### config.mk
export PLATFORM = sky130hd
export DESIGN_NAME = parking_gate_controller
export DESIGN_NICKNAME = d
export VERILOG_FILES = /design/src/rtl/parking_gate_controller_pkg.sv /design/src/rtl/parking_gate_controller_gate_lane_fsm.sv /design/src/rtl/parking_gate_controller.sv
export SDC_FILE = /design/constraint.sdc
export NUM_CORES = 1
export LEC_CHECK = 0
export ABC_AREA = 1
export CAP_MARGIN = 40
export CORE_MARGIN = 4
export CORE_UTILIZATION = 35
export CTS_BUF_LIST = sky130_fd_sc_hd__clkbuf_16
export CTS_CLUSTER_DIAMETER = 30
export CTS_CLUSTER_SIZE = 16
export DETAILED_ROUTE_END_ITERATION = 16
export SYNTH_ARGS = -nofsm -noshare
export SYNTH_HDL_FRONTEND = slang
export SYNTH_SLANG_ARGS = --single-unit
### constraint.sdc
create_clock -name clk -period 4.1 [get_ports clk]
set_input_delay 0.615 -clock clk [delete_from_list [all_inputs] [get_ports clk]]
set_output_delay 0.615 -clock clk [all_outputs]
set_load 0.005 [all_outputs]
### src/rtl/parking_gate_controller_pkg.sv
// ---------------------------------------------------------------------------
// parking_gate_controller_pkg
// Shared definitions for the parking gate controller: lane FSM state
// encoding, clock-of-day constants and a barrier decode helper.
// ---------------------------------------------------------------------------
package parking_gate_controller_pkg;

  typedef enum logic [2:0] {
    ST_IDLE,
    ST_DECIDE,
    ST_OPEN,
    ST_CROSS,
    ST_CLEAR,
    ST_REPORT,
    ST_REJECT,
    ST_WAIT_CLEAR
  } lane_state_e;

  localparam int MINUTES_PER_HOUR = 60;
  localparam int HOURS_PER_DAY    = 24;

  // The barrier is raised only while a car is being let through.
  function automatic logic barrier_up(input lane_state_e s);
    return (s == ST_OPEN) || (s == ST_CROSS) || (s == ST_CLEAR);
  endfunction

endpackage

### src/rtl/parking_gate_controller_gate_lane_fsm.sv
// ---------------------------------------------------------------------------
// gate_lane_fsm
// One gate lane: synchronises and debounces the two loop detectors (A outer,
// B inner) and the university-card level, then tracks a car through the
// barrier and emits a fixed-width event pulse once it has fully crossed.
//
// Optional build macro: GATE_TIMEOUT_EN -- adds a stall timer that closes
// the barrier after TIMEOUT_CYCLES without a state change in OPEN, CROSS or
// CLEAR. Without it the lane waits indefinitely.
//
// Ports:
//   clk, rst_n    system clock, asynchronous active-low reset
//   i_loop_a/b    raw loop detector levels
//   i_card_uni    raw university-card level
//   i_uni_space   university space available (used when CHECK_SPACE=1)
//   i_space       general space available (used when CHECK_SPACE=1)
//   o_event       car-passed pulse, PULSE_CYCLES wide
//   o_is_uni      class latched at the last decision
//   o_barrier     barrier open
//   o_rejected    one-cycle strobe when entry is refused
// ---------------------------------------------------------------------------
module gate_lane_fsm
  import parking_gate_controller_pkg::*;
#(
  parameter int DEBOUNCE_CYCLES = 4,
  parameter int PULSE_CYCLES    = 2,
  parameter int TIMEOUT_CYCLES  = 1000,
  parameter bit CHECK_SPACE     = 1'b1
) (
  input  logic clk,
  input  logic rst_n,
  input  logic i_loop_a,
  input  logic i_loop_b,
  input  logic i_card_uni,
  input  logic i_uni_space,
  input  logic i_space,
  output logic o_event,
  output logic o_is_uni,
  output logic o_barrier,
  output logic o_rejected
);

  localparam int DW = $clog2(DEBOUNCE_CYCLES) + 1;
  localparam int PW = $clog2(PULSE_CYCLES) + 1;

  // Bit 0 = loop A, bit 1 = loop B, bit 2 = card.
  logic [2:0] w_raw;
  logic [2:0] w_db;

  assign w_raw = {i_card_uni, i_loop_b, i_loop_a};

  // Sync + debounce: the debounced level follows the synchronised level
  // only after it has disagreed for DEBOUNCE_CYCLES consecutive cycles.
  for (genvar gi = 0; gi < 3; gi++) begin : g_input
    logic          r_s1;
    logic          r_s2;
    logic          r_db;
    logic [DW-1:0] r_cnt;

    always_ff @(posedge clk or negedge rst_n) begin
      if (!rst_n) begin
        r_s1  <= 1'b0;
        r_s2  <= 1'b0;
        r_db  <= 1'b0;
        r_cnt <= '0;
      end else begin
        r_s1 <= w_raw[gi];
        r_s2 <= r_s1;
        if (r_s2 == r_db) begin
          r_cnt <= '0;
        end else if (r_cnt == DW'(DEBOUNCE_CYCLES - 1)) begin
          r_db  <= r_s2;
          r_cnt <= '0;
        end else begin
          r_cnt <= r_cnt + 1'b1;
        end
      end
    end

    assign w_db[gi] = r_db;
  end

  logic w_a;
  logic w_b;
  logic w_card;
  assign w_a    = w_db[0];
  assign w_b    = w_db[1];
  assign w_card = w_db[2];

  lane_state_e   r_state;
  lane_state_e   w_state_next;
  logic          r_a_prev;
  logic          r_is_uni;
  logic [PW-1:0] r_pulse_cnt;
  logic          w_a_rise;
  logic          w_permit;
  logic          w_timeout;

  assign w_a_rise = w_a & ~r_a_prev;
  // Exit lane never consults occupancy.
  assign w_permit = CHECK_SPACE ? (w_card ? i_uni_space : i_space) : 1'b1;

`ifdef GATE_TIMEOUT_EN
  localparam int TW = $clog2(TIMEOUT_CYCLES) + 1;
  logic [TW-1:0] r_to_cnt;

  // Counts cycles spent in the current barrier-up state; any state change
  // restarts it.
  always_ff @(posedge clk or negedge rst_n) begin
    if (!rst_n) begin
      r_to_cnt <= '0;
    end else if (!barrier_up(r_state) || (w_state_next != r_state)) begin
      r_to_cnt <= '0;
    end else begin
      r_to_cnt <= r_to_cnt + 1'b1;
    end
  end

  assign w_timeout = barrier_up(r_state) && (r_to_cnt == TW'(TIMEOUT_CYCLES - 1));
`else
  assign w_timeout = 1'b0;
`endif

  always_ff @(posedge clk or negedge rst_n) begin
    if (!rst_n) begin
      r_state     <= ST_IDLE;
      r_a_prev    <= 1'b0;
      r_is_uni    <= 1'b0;
      r_pulse_cnt <= '0;
    end else begin
      r_state  <= w_state_next;
      r_a_prev <= w_a;
      if (r_state == ST_DECIDE) begin
        r_is_uni <= w_card;
      end
      if (r_state == ST_REPORT) begin
        r_pulse_cnt <= r_pulse_cnt + 1'b1;
      end else begin
        r_pulse_cnt <= '0;
      end
    end
  end

  always_comb begin
    w_state_next = r_state;
    o_event      = 1'b0;
    o_rejected   = 1'b0;
    o_barrier    = barrier_up(r_state);
    o_is_uni     = r_is_uni;

    case (r_state)
      ST_IDLE: begin
        // An A rise with B already occupied is a car in the wrong place.
        if (w_a_rise && !w_b) w_state_next = ST_DECIDE;
      end
      ST_DECIDE: begin
        w_state_next = w_permit ? ST_OPEN : ST_REJECT;
      end
      ST_OPEN: begin
        if (w_a && w_b)        w_state_next = ST_CROSS;
        else if (!w_a && !w_b) w_state_next = ST_IDLE;
      end
      ST_CROSS: begin
        if (!w_a && w_b)       w_state_next = ST_CLEAR;
        else if (w_a && !w_b)  w_state_next = ST_OPEN;
      end
      ST_CLEAR: begin
        if (!w_b)              w_state_next = ST_REPORT;
        else if (w_a)          w_state_next = ST_CROSS;
      end
      ST_REPORT: begin
        o_event = 1'b1;
        if (r_pulse_cnt == PW'(PULSE_CYCLES - 1)) w_state_next = ST_IDLE;
      end
      ST_REJECT: begin
        o_rejected   = 1'b1;
        w_state_next = ST_WAIT_CLEAR;
      end
      ST_WAIT_CLEAR: begin
        if (!w_a && !w_b) w_state_next = ST_IDLE;
      end
      default: begin
        w_state_next = ST_IDLE;
      end
    endcase

    if (w_timeout) w_state_next = ST_WAIT_CLEAR;
  end

endmodule

### src/rtl/parking_gate_controller.sv
// ---------------------------------------------------------------------------
// parking_gate_controller
// Two independent gate lanes (entry checks occupancy, exit always opens)
// plus an hour-of-day counter advanced by a one-cycle minute strobe.
//
// Optional build macro: GATE_TIMEOUT_EN -- enables the per-lane stall
// timeout (TIMEOUT_CYCLES) that closes a barrier left open without progress.
//
// Ports:
//   clk, rst_n                         clock, asynchronous active-low reset
//   min_tick                           one-cycle minute strobe
//   entry_loop_a/b, exit_loop_a/b      raw loop levels (A outer, B inner)
//   entry_card_uni, exit_card_uni      raw university-card levels
//   uni_is_vacated_space               university space available
//   is_vacated_space                   general space available
//   car_entered, car_exited            event pulses (counted on falling edge)
//   is_uni_car_entered/exited          class of the last decided car
//   entry/exit_barrier_open            barrier drives
//   entry_rejected                     one-cycle refusal strobe
//   hour                               hour of day 0..23
// ---------------------------------------------------------------------------
module parking_gate_controller
  import parking_gate_controller_pkg::*;
#(
  parameter int DEBOUNCE_CYCLES = 4,
  parameter int PULSE_CYCLES    = 2,
  parameter int TIMEOUT_CYCLES  = 1000,
  parameter int HOUR_INIT       = 8
) (
  input  logic       clk,
  input  logic       rst_n,
  input  logic       min_tick,
  input  logic       entry_loop_a,
  input  logic       entry_loop_b,
  input  logic       exit_loop_a,
  input  logic       exit_loop_b,
  input  logic       entry_card_uni,
  input  logic       exit_card_uni,
  input  logic       uni_is_vacated_space,
  input  logic       is_vacated_space,
  output logic       car_entered,
  output logic       is_uni_car_entered,
  output logic       car_exited,
  output logic       is_uni_car_exited,
  output logic       entry_barrier_open,
  output logic       exit_barrier_open,
  output logic       entry_rejected,
  output logic [4:0] hour
);

  logic w_entry_rejected;
  logic w_exit_rejected;

  gate_lane_fsm #(
    .DEBOUNCE_CYCLES (DEBOUNCE_CYCLES),
    .PULSE_CYCLES    (PULSE_CYCLES),
    .TIMEOUT_CYCLES  (TIMEOUT_CYCLES),
    .CHECK_SPACE     (1'b1)
  ) u_entry_lane (
    .clk         (clk),
    .rst_n       (rst_n),
    .i_loop_a    (entry_loop_a),
    .i_loop_b    (entry_loop_b),
    .i_card_uni  (entry_card_uni),
    .i_uni_space (uni_is_vacated_space),
    .i_space     (is_vacated_space),
    .o_event     (car_entered),
    .o_is_uni    (is_uni_car_entered),
    .o_barrier   (entry_barrier_open),
    .o_rejected  (w_entry_rejected)
  );

  gate_lane_fsm #(
    .DEBOUNCE_CYCLES (DEBOUNCE_CYCLES),
    .PULSE_CYCLES    (PULSE_CYCLES),
    .TIMEOUT_CYCLES  (TIMEOUT_CYCLES),
    .CHECK_SPACE     (1'b0)
  ) u_exit_lane (
    .clk         (clk),
    .rst_n       (rst_n),
    .i_loop_a    (exit_loop_a),
    .i_loop_b    (exit_loop_b),
    .i_card_uni  (exit_card_uni),
    .i_uni_space (uni_is_vacated_space),
    .i_space     (is_vacated_space),
    .o_event     (car_exited),
    .o_is_uni    (is_uni_car_exited),
    .o_barrier   (exit_barrier_open),
    .o_rejected  (w_exit_rejected)
  );

  // The exit lane is always permitted so its refusal strobe is constant 0;
  // merging it keeps the output a plain OR of both lanes.
  assign entry_rejected = w_entry_rejected | w_exit_rejected;

  logic [5:0] r_min_cnt;
  logic [4:0] r_hour;

  always_ff @(posedge clk or negedge rst_n) begin
    if (!rst_n) begin
      r_min_cnt <= '0;
      r_hour    <= 5'(HOUR_INIT);
    end else if (min_tick) begin
      if (r_min_cnt == 6'(MINUTES_PER_HOUR - 1)) begin
        r_min_cnt <= '0;
        r_hour    <= (r_hour == 5'(HOURS_PER_DAY - 1)) ? 5'd0 : r_hour + 5'd1;
      end else begin
        r_min_cnt <= r_min_cnt + 6'd1;
      end
    end
  end

  assign hour = r_hour;

endmodule

## Word level (Yosys, flattened, before mapping)

Cells that the tools add are included.

| word-level totals | value |
|---|---|
| flip-flop bits (word level) | 61 |
| output and inout bits | 12 |

| operators by class | value |
|---|---|
| add/subtract/negate cells | 10 |
| equality and inequality tests | 38 |
| multiplexer cells | 40 |
| bitwise logic cells | 11 |
| reductions and logical operators | 29 |

Operators with widths:

| operator | number |
|---|---|
| 3-bit two-way mux | 29 |
| 3-bit case mux with 8 select lines | 2 |
| 3-bit by 2-bit == test with 1-bit output (second input constant) | 10 |
| 3-bit == test (second input constant) | 8 |
| 3-bit by 1-bit adder with 3-bit output (second input constant) | 6 |
| 2-bit AND reduction | 7 |
| 1-bit logical AND | 10 |
| 1-bit NOT | 8 |
| 4-bit AND reduction | 2 |
| 6-bit by 1-bit adder with 6-bit output (second input constant) | 1 |
| 1-bit == test | 6 |
| 3-bit by 1-bit == test with 1-bit output (second input constant) | 2 |
| 6-bit == test (second input constant) | 1 |
| 3-bit logical NOT | 2 |
| 6-bit two-way mux | 1 |
| 3-bit by 2-bit inequality test with 1-bit output (second input constant) | 2 |
| 3-bit inequality test (second input constant) | 2 |
| 5-bit by 1-bit adder with 5-bit output (second input constant) | 1 |
| 5-bit == test (second input constant) | 1 |
| 1-bit two-way mux | 5 |
| 5-bit two-way mux | 1 |
| 2-bit by 1-bit adder with 2-bit output (second input constant) | 2 |
| 2-bit by 1-bit == test with 1-bit output (second input constant) | 2 |
| 1-bit logical NOT | 4 |
| other kinds (6) | 13 |

## Logic depth before layout (Yosys ltp)

| logic depth | value |
|---|---|
| depth after elaboration | 5 |
| depth in mapped cells | 11 |
| gate-level depth less buffers | 11 |

## Cells and area by module

A second synthesis with hierarchy kept.

| unflattened totals | value |
|---|---|
| cell total of the unflattened synthesis | 308 |
| area total of the unflattened synthesis | 2798.9 µm² |

By module, submodules not included:

| module | instances | cells an instance | area each (µm²) | seq. area each (µm²) |
|---|---|---|---|---|
| gate_lane_fsm at u_exit_lane | 1 | 122 | 1109.8 | 625.6 |
| gate_lane_fsm at u_entry_lane | 1 | 110 | 1066.0 | 625.6 |
| parking_gate_controller | 1 | 76 | 623.1 | 276.5 |

## Worst setup path after synthesis

No wires, ideal clock.

| path | value |
|---|---|
| path type | reg2out |
| from | reg u_entry_lane.r_state[0] |
| to | out entry_barrier_open |
| arrival time | 0.806 ns |
| data required time | 3.485 ns |
| path slack | 2.679 ns |
| cell stages (with the launch flop) | 5 |
| buffers on the path | 1 |
| cell sequence | dfrtp_1 clkbuf_8 nor2_1 nand2_1 o21ai_0 |

| between the ends | value |
|---|---|
| cells in the longest elaborated chain, start to end | 3 |
| elaborated cells on any way between the ends | 5 |
| classes of those cells | eq/ne: 3; reduce/logical: 2 |

RTL lines:

| what | line | source |
|---|---|---|
| start, declared | parking_gate_controller_gate_lane_fsm.sv:90 | `lane_state_e r_state;` |
| start signal, assigned | parking_gate_controller_gate_lane_fsm.sv:131 | `r_state <= w_state_next;` |
| 3-bit by 2-bit == test with 1-bit output | parking_gate_controller_pkg.sv:24 | `return (s == ST_OPEN) \|\| (s == ST_CROSS) \|\| (s == ST_CLEAR);` |
| 1-bit logical OR | parking_gate_controller_pkg.sv:24 |  |
| 1-bit logical OR (*) | parking_gate_controller_pkg.sv:24 |  |
| end, declared | parking_gate_controller.sv:45 | `output logic entry_barrier_open,` |

Every way passes the cells marked *; elsewhere a longest branch is shown, timed or not.

## Worst setup path in the final report

| path | value |
|---|---|
| from | reg u_exit_lane.r_state[2] |
| to | out entry_rejected |

| between the ends | value |
|---|---|
| cells in the longest elaborated chain, start to end | 3 |

RTL lines:

| what | line | source |
|---|---|---|
| start, declared | parking_gate_controller_gate_lane_fsm.sv:90 |  |
| start signal, assigned | parking_gate_controller_gate_lane_fsm.sv:131 |  |
| 3-bit == test | parking_gate_controller_gate_lane_fsm.sv:151 | `case (r_state)` |
| 1-bit two-way mux | parking_gate_controller_gate_lane_fsm.sv:151 |  |
| 1-bit bitwise OR | parking_gate_controller.sv:94 | `assign entry_rejected = w_entry_rejected \| w_exit_rejected;` |
| end, declared | parking_gate_controller.sv:47 | `output logic entry_rejected,` |

Every way passes these cells.

==> impl_metrics.tcl <==
set metrics [dict create \
    die_ar_um2 9780 \
    place_congestion 0.821 \
    startpoint_type "flop" \
    clk-insertion-delay-late_ns 0.32 \
    grt_start_max_net_pins 35 \
    worst_setup_ep_type "output port" \
    power.leakage_nw 1.70 \
    drc 0 \
    timing.final.setup_violations 0 \
    hold_path.startpoint "u_entry_lane.g_input[2].r_s1" \
    core_area_um2 7890 \
    worst_r2r_src "u_entry_lane.g_input[1].r_db" \
    post_synth_instance_area_um2 2890 \
    final.setup_skew_ns 0.00488 \
    final.hold.worst_slack_ns 0.345 \
    synth_top_cell_by_area "dfrtp_1" \
    worst_ir_drop_vdd_mv 0.271 \
    sequential_fraction_of_the_synthesis_area 0.528 \
    yosys_most_used_dff "dfrtp_1" \
    clock_tree.buffer_depth 2 \
    timing.final.crit_share 0.581 \
    final_nets 375 \
    final.fill_count 745 \
    clock_tree.htree_level_count 3 \
    worst-r2r-cell-count 7 \
    synth_cells 319 \
    synth.most_common_cell "nand2_1" \
    worst_ep_arrival_time_ns 1.77 \
    cts_repair_resize_count 0 \
    placement.io_buffers 22 \
    detailed_place_hpwl_um 3370 \
    synth_top_cell_area_share 0.519 \
    power_density_nw_per_um2 711 \
    cts_root_buf "clkbuf_16" \
    post_drt_wl_per_cell_um 10.1 \
    hp-class "flop to flop" \
    die-height_um 98.9 \
    final_layout_size_suffix_gt1_frac 0.119 \
    synth_warnings 0 \
    cts_setup_buffers 0 \
    number_of_maximum_capacitance_constraint_violations 0 \
    cell_count_of_the_worst_hold_path 0 \
    area_growth_pct 20.0 \
    cp_data_required_time_ns 3.48 \
    critPathKind "flop to output port" \
    chipWidth_um 98.9 \
    max_freq_ghz 0.420 \
    status "finished clean" \
    grt.total_usage 0.111 \
    global_route_wire_length_before_repair_um 8850 \
    max-slew-margin-rel 0.488 \
    wl_um 4590 \
    drt-pass1-iter-count 4 \
    dr.first_iter.drc_count 70 \
    post_synth.cell_area_avg_um2 9.07 \
    timing.critical_path.from "u_exit_lane.r_state[2]" \
    cts.clk_slew.worst_paths_ns 0.05 \
    clock_tree_from_tritoncts "yes" \
    antenna_found_initial 0 \
    initial_core_util 0.367 \
    final.setup.tns_ns 0 \
    unrepaired_setup_endpoints_after_global_routing "no" \
    grt_pass1_vias 2030 \
    via_cell_ratio 4.43 \
    drt.antenna.violating_nets 0 \
    synth_enable_flop_cells 0 \
    yosys-top-cells-area "dfrtp_1 52%, nand2_1 9.3%, ha_1 6.9%" \
    cts-buffers-inserted 9 \
    numClockSinks 61 \
    globalRouteOverflowTotal 0 \
    final_count_of_pins_violating_max_slew 0 \
    antenna_cells_inserted 0 \
    io_pins 23 \
    ys_async_sr_fraction 1.00 \
    detailroute.via_count 2013 \
    placementRows 32 \
    worst-slew-pin-transition_ns 0.768 \
    hold_buffers 0 \
    final_hold_vios 0 \
    synth_nets 346 \
    synth_commonest_cells "72 x nand2_1, 60 x dfrtp_1, 42 x nor2_1" \
    final.min_clock_period_ns 2.38 \
    critPathMaxFanout 8 \
    synthesis_stage_register_bit_count 61 \
    synth.distinct_cells 30 \
]
[power breakdown]
group / switching [mW] / internal [mW]
logic: 0.457 / 0.359
registers: 0.169 / 0.784
clock network: 0.239 / 0.459
total: 0.865 / 1.60
[critical path: stages (launching register included)]
cell             delay [ns]
dfrtp_1                0.51
inv_2                  0.10
o32ai_1                0.28
clkdlybuf4s50_1        0.56
[routing by layer]
| layer | track usage | up-vias | part of all wire |
|---|---|---|---|
| li1 | - | 1055 | - |
| met1 | 0.140 | 913 | 0.48 |
| met2 | 0.174 | 34 | 0.45 |
| met3 | 0.0304 | 11 | 0.042 |
| met4 | 0.0567 | 0 | 0.023 |
| met5 | 0 | - | 0 |
[cell usage in the layout (no fill, tap or decap), types with 7 or more instances in the layout]
master           Yosys  routed
a21oi_1              9       9
clkbuf_16            0       9
clkdlybuf4s50_1      0      21
dfrtp_1             60      60
ha_1                16      16
inv_1               33      33
nand2_1             72      72
nand2_2              7       7
nand3_1             16      16
nor2_1              42      42
nor3_1              10      10
xnor2_1              8       8
[final cells by class]
cell class	instances	area (µm²)	share of cell area
flip-flops and latches	61	1530	0.440
inverters	42	161	0.0465
clock buffers	9	225	0.0649
clock inverters	6	55.1	0.0159
repair buffers	23	223	0.0642
multi-input cells	211	1150	0.332
well taps	102	128	0.0368
[path summary, 6_finish.rpt]
| kind | end | slack (ns) |
|---|---|---|
| min | u_entry_lane.g_input[2].r_s2 | 0.35 |
| min reg2reg | u_entry_lane.g_input[2].r_s2 | 0.35 |
| max | entry_rejected | 1.72 |
| min in group asynchronous | u_exit_lane.g_input[2].r_cnt[1] | 0.37 |
| max reg2reg | u_entry_lane.r_state[0] | 2.61 |
| max in group asynchronous | u_exit_lane.g_input[1].r_db | 2.88 |
[metrics by stage]
stage	utilization	power (mW)	cell area (µm²)	worst slack [ns]	std cells
after floorplan	-	1.56	2890	2.68	319
after detailed placement	0.405	1.79	3190	2.06	439
after global placement	0.405	1.78	3190	2.05	439
after global routing	0.440	2.71	3470	1.63	454
after CTS	0.440	2.52	3470	1.70	454
final	0.440	2.47	3470	1.72	454
[kinds of logic (layout without fill, tap and decap cells)]
logic type	after synthesis	count (layout)	synth area share
flops	61	61	0.528
simple gates	167	167	0.264
compound gates	17	17	0.0307
buf+inv	47	80	0.0740
xor+xnor	10	10	0.0303
fa+ha+maj	16	16	0.0692
mux	1	1	0.00389
[sequential cells by signal, summed over array words and instances (netlist names)]
signal and cells:
u_entry_lane.g_input.r_cnt 9, u_exit_lane.g_input.r_cnt 9, r_min_cnt 6, hour 5, u_entry_lane.g_input.r_db 3, u_entry_lane.g_input.r_s1 3
u_entry_lane.g_input.r_s2 3, u_entry_lane.r_state 3, u_exit_lane.g_input.r_db 3, u_exit_lane.g_input.r_s1 3, u_exit_lane.g_input.r_s2 3, u_exit_lane.r_state 3
u_entry_lane.r_pulse_cnt 2, u_exit_lane.r_pulse_cnt 2, u_entry_lane.o_is_uni 1, u_entry_lane.r_a_prev 1, u_exit_lane.o_is_uni 1, u_exit_lane.r_a_prev 1
Power figures use the tool's default switching activity.
